## src/rtl/tag_ram_ctrl_pkg.sv

```systemverilog
// Tag RAM controller shared definitions.
// State encodings, valid-bit position and default widths.
package tag_ram_ctrl_pkg;

  localparam int DEF_AWIDTH = 3;
  localparam int DEF_DWIDTH = 14;
  localparam int VALID_BIT  = DEF_DWIDTH - 1;

  localparam logic [2:0] S_INIT  = 3'd0;
  localparam logic [2:0] S_IDLE  = 3'd1;
  localparam logic [2:0] S_ISSUE = 3'd2;
  localparam logic [2:0] S_CMP   = 3'd3;
  localparam logic [2:0] S_WRITE = 3'd4;

endpackage

```

## src/rtl/tag_ram_ctrl_match.sv

```systemverilog
// Tag RAM controller: valid + tag comparator.
// Pure combinational; the word's top bit is the valid flag.
module tag_match
  import tag_ram_ctrl_pkg::*;
#(
  parameter int DWIDTH = DEF_DWIDTH
) (
  input  logic [DWIDTH-1:0] word,
  input  logic [DWIDTH-2:0] tag,
  output logic              hit
);

  // A hit needs a valid entry whose stored tag equals the request tag
  assign hit = word[DWIDTH-1] && (word[DWIDTH-2:0] == tag);

endmodule

```

## src/rtl/tag_ram_ctrl.sv

```systemverilog
// Tag RAM controller: lookup/fill FSM in front of a sync-read tag RAM.
// Define TAG_RAM_CTRL_INIT_EN to clear the RAM after every reset.
module tag_ram_ctrl
  import tag_ram_ctrl_pkg::*;
#(
  parameter int AWIDTH = DEF_AWIDTH,
  parameter int DWIDTH = DEF_DWIDTH
) (
  input  logic              clock,
  input  logic              reset,
  input  logic              req_valid,
  output logic              req_ready,
  input  logic              req_fill,
  input  logic [AWIDTH-1:0] req_index,
  input  logic [DWIDTH-2:0] req_tag,
  output logic              rsp_valid,
  output logic              rsp_hit,
  output logic [AWIDTH-1:0] rsp_index,
  output logic [AWIDTH-1:0] ram_addr,
  output logic [DWIDTH-1:0] ram_din,
  output logic              ram_we,
  input  logic [DWIDTH-1:0] ram_dout
);

  logic [2:0]        state;
  logic [DWIDTH-2:0] cap_tag;
  logic              hit;
`ifdef TAG_RAM_CTRL_INIT_EN
  logic [AWIDTH-1:0] cnt;
`endif

  assign req_ready = (state == S_IDLE);

  tag_match #(
    .DWIDTH(DWIDTH)
  ) u_match (
    .word(ram_dout),
    .tag (cap_tag),
    .hit (hit)
  );

  // FSM plus all registered RAM-side and response outputs
  always_ff @(posedge clock) begin
    if (reset) begin
`ifdef TAG_RAM_CTRL_INIT_EN
      state     <= S_INIT;
      cnt       <= '0;
`else
      state     <= S_IDLE;
`endif
      cap_tag   <= '0;
      rsp_valid <= 1'b0;
      rsp_hit   <= 1'b0;
      rsp_index <= '0;
      ram_we    <= 1'b0;
      ram_addr  <= '0;
      ram_din   <= '0;
    end else begin
      rsp_valid <= 1'b0;
      ram_we    <= 1'b0;
      unique case (state)
`ifdef TAG_RAM_CTRL_INIT_EN
        S_INIT: begin
          ram_din <= '0;
          // leave once the last index has been written
          if (ram_we && (&ram_addr)) begin
            state <= S_IDLE;
          end else begin
            ram_we   <= 1'b1;
            ram_addr <= cnt;
            cnt      <= cnt + 1'b1;
          end
        end
`endif
        S_IDLE: begin
          if (req_valid) begin
            ram_addr <= req_index;
            cap_tag  <= req_tag;
            if (req_fill) begin
              ram_we  <= 1'b1;
              ram_din <= {1'b1, req_tag};
              state   <= S_WRITE;
            end else begin
              state   <= S_ISSUE;
            end
          end
        end
        S_ISSUE: begin
          state <= S_CMP;
        end
        S_CMP: begin
          rsp_valid <= 1'b1;
          rsp_hit   <= hit;
          rsp_index <= ram_addr;
          state     <= S_IDLE;
        end
        S_WRITE: begin
          rsp_valid <= 1'b1;
          rsp_hit   <= 1'b0;
          rsp_index <= ram_addr;
          state     <= S_IDLE;
        end
        default: begin
          state <= S_IDLE;
        end
      endcase
    end
  end

endmodule

```

## config.mk

```make
export PLATFORM = sky130hd
export DESIGN_NAME = tag_ram_ctrl
export DESIGN_NICKNAME = d
export VERILOG_FILES = /design/src/rtl/tag_ram_ctrl_pkg.sv /design/src/rtl/tag_ram_ctrl_match.sv /design/src/rtl/tag_ram_ctrl.sv
export SDC_FILE = /design/constraint.sdc
export NUM_CORES = 1
export LEC_CHECK = 0
export CAP_MARGIN = 20
export CORE_MARGIN = 3
export CORE_UTILIZATION = 44
export CTS_CLUSTER_DIAMETER = 120
export CTS_CLUSTER_SIZE = 40
export DETAILED_ROUTE_END_ITERATION = 10
export PLACE_DENSITY = 0.79
export SLEW_MARGIN = 10
export SYNTH_ARGS = -nofsm -noshare
export SYNTH_HDL_FRONTEND = slang
export SYNTH_HIERARCHICAL = 1
export SYNTH_SLANG_ARGS = --single-unit
export TNS_END_PERCENT = 1
```

## constraint.sdc

```tcl
create_clock -name clock -period 2 [get_ports clock]
set_clock_uncertainty 0.15 [all_clocks]
set_input_delay 0.4 -clock clock [delete_from_list [all_inputs] [get_ports clock]]
set_output_delay 0.4 -clock clock [all_outputs]
set_load 0.02 [all_outputs]
```

==> results.cfg <==
[floorplanning]
rows = 21
die_area_um2 = 4430
core_um2 = 3440
initial_core_util_pct = 46.9
chipHeight_um = 66.5
die_w_um = 66.5
ios = 58

[synth]
synthTopCellsByArea = dfxtp_1 (48%), a21oi_1 (9.6%), nand2_1 (7.7%)
synth_seq_cells = 39
syn_area_per_cell_um2 = 8.58
ys_seq_area_share_pct = 48.4
syn_inst = 188
synth_top_area_share_pct = 48.4
synthArstFlopShare_pct = 0
synth_nets = 222
ys.flop_type = dfxtp_1
synth_common_cells = dfxtp_1 (39), nand2_1 (33), a21oi_1 (31), o21ai_1 (14)
synth_top_cell_by_area = dfxtp_1
yosysMostFrequentCell = dfxtp_1
yosysWarnings = 6
netlist_area_um2 = 1610
synth-edff-count = 0
ys_types = 25

[power]
p_sw_mw = 0.478
pwr-share-comb_pct = 19.3
vdd.ir_drop.worst_uv = 401
p_sw_share_pct = 27.8
p_leak_nw = 0.825
clockPowerShare_pct = 31.6
p_int_mw = 1.24
power_mw = 1.72
seqPwrFrac_pct = 49.1
p_per_area_nw_per_um2 = 738

[outcome]
status = complete, no violations

[final_layout]
antenna_cells = 0
stdcell_area_um2 = 2330
area_growth_pct = 44.5
fin_util_pct = 67.7
drive_gt1_share_pct = 8.13
fin_cells = 292
fillCellCount = 293
nNetsFinal = 279

[route]
avgRoutedWirePerCell_um = 13.2
drt_iter0_drc = 107
drc = 0
vias = 1466
antenna_left = 0
dr.pass1.iters = 4
drt-total-wl_mm = 3.85
via_per_inst = 5.02

[clock_tree]
clk_pin_slew_ns = 0.08
numCtsBuffers = 5
ctsHoldBuffers = 0
htreeDepth = 2
cts_root_buffer = clkbuf_8
insertion_delay_ns = 0.30
cts_sinks = 39
cts_buffer_depth = 2
cts_tree = yes

[setup_path]
cp.arrival_ns = 1.30
cp-endpoint = rsp_hit
cp_num_cells = 1
cp_top_family = buffers and inverters
crit_slowest_cell = clkdlybuf4s50_1
rr_worst_depth = 5
worstPathCellList = clkdlybuf4s50_1
worstPathRequired_ns = 1.45
cp_max_fo = 3
path_class = reg -> out
worstSetupStartpoint = rsp_hit$_SDFFE_PP0P_
r2r_setup_slack_ns = 0.39
end_kind = primary output
r2r-end = rsp_hit$_SDFFE_PP0P_
slowest_delay_ns = 0.62
start_kind = flip-flop
crit_buf_inv = 1
worstReg2RegStart = cap_tag[3]$_SDFFE_PP0N_

[global_route]
grt_max_degree = 41
track_usage_pct = 18.6
antenna_found_initial = 0
grt_pass1_vias = 1283
grt_first_pass_wirelength_mm = 6.20
overflow = 0

[timing]
fmax_ghz = 0.542
tightest_slew_ns = 0.301
setup_viol = 0
rsz0062_at_grt = false
slew_viol_final = 0
hold_viol = 0
fin_crit_ns = 1.85
whs_ns = 0.318
fin_crit_sh_pct = 92.3
slew_headroom_pct = 79.4

[placed_design]
dpl_cell_area_um2 = 2240
port_buffers = 57
dp.final_hpwl_mm = 2.73
gp_congestion = 0.749
dp_cells = 284

[min_path]
hold_depth = 2
hold_class = reg -> reg

[flow_run]
maxCapViolations = 0
==> cells by family after synthesis <==
kind of cell	after synthesis	share of synthesized area, %
flops	39	48.4
buf+inv	16	5.59
xor+xnor	13	7.06
compound gates	47	15.1
simple gates	69	21.4
mux	4	2.48
==> what timing repair did <==
item	4_1_cts	5_1_grt
hold endpoints to repair	0	0
buffers inserted	0	0
setup endpoints to repair	1	0
gates resized for setup	1	0
==> metal layers <==
layer	global-route usage, %	up-vias	routed length, um
li1	-	753	-
met1	25.4	658	1840
met2	26.5	49	1620
met3	6.24	6	323
met4	7.61	0	67
met5	0	-	0
==> cell type report <==
class                           count  area [um^2]  share of cell area, %
Timing Repair Buffer               65          654                   28.1
Multi-Input combinational cell    133          742                   31.8
Sequential cell                    39          781                   33.5
Clock inverter                      3         23.8                   1.02
Inverter                            1         3.75                  0.161
Tap cell                           46         57.6                   2.47
Clock buffer                        5         68.8                   2.95
==> sequential cells by signal (all words and copies together) (netlist names) <==
| register | count |
|---|---|
| cap_tag | 13 |
| ram_addr | 3 |
| ram_din | 14 |
| ram_we | 1 |
| rsp_hit | 1 |
| rsp_index | 3 |
| rsp_valid | 1 |
| state | 3 |
==> power by group through the flow <==
stage	registers (mW)	clock network (mW)	logic (mW)
final	0.845	0.544	0.332
after global routing	0.851	0.594	0.361
after CTS	0.845	0.554	0.334
after detailed placement	0.863	0	0.334
after global placement	0.863	0	0.332
after floorplan	0.884	0	0.157
==> worst min path at each step <==
stage | to | start | slack, ns
after floorplan | cap_tag[0]$_SDFFE_PP0N_ | cap_tag[0]$_SDFFE_PP0N_ | 0.30
after global placement | ram_din[13]$_SDFFE_PP0P_ | ram_din[13]$_SDFFE_PP0P_ | 0.31
after detailed placement | ram_din[13]$_SDFFE_PP0P_ | ram_din[13]$_SDFFE_PP0P_ | 0.30
after CTS | cap_tag[10]$_SDFFE_PP0N_ | cap_tag[10]$_SDFFE_PP0N_ | 0.32
after global routing | rsp_index[0]$_SDFFE_PP0P_ | rsp_index[0]$_SDFFE_PP0P_ | 0.34
final | cap_tag[10]$_SDFFE_PP0N_ | cap_tag[10]$_SDFFE_PP0N_ | 0.32
==> cells in the final DEF (no fill, tap or decap), types with 3 or more instances in the layout <==
cell / instances
o21ai_1: 14
nand2_1: 33
a21oi_1: 31
mux2i_1: 4
nor2_1: 5
nand4_1: 3
nand3_1: 13
dfxtp_1: 39
clkbuf_8: 5
nand2b_1: 7
xnor2_1: 13
buf_4: 6
clkdlybuf4s50_1: 56
==> through the flow <==
step | setup WS [ns] | TNS, ns
after global routing | 0.0213 | 0
after CTS | 0.133 | 0
after detailed placement | -0.152 | -0.152
final | 0.154 | 0
after floorplan | 0.456 | 0
after global placement | -0.100 | -0.100
Power figures use the tool's default switching activity.
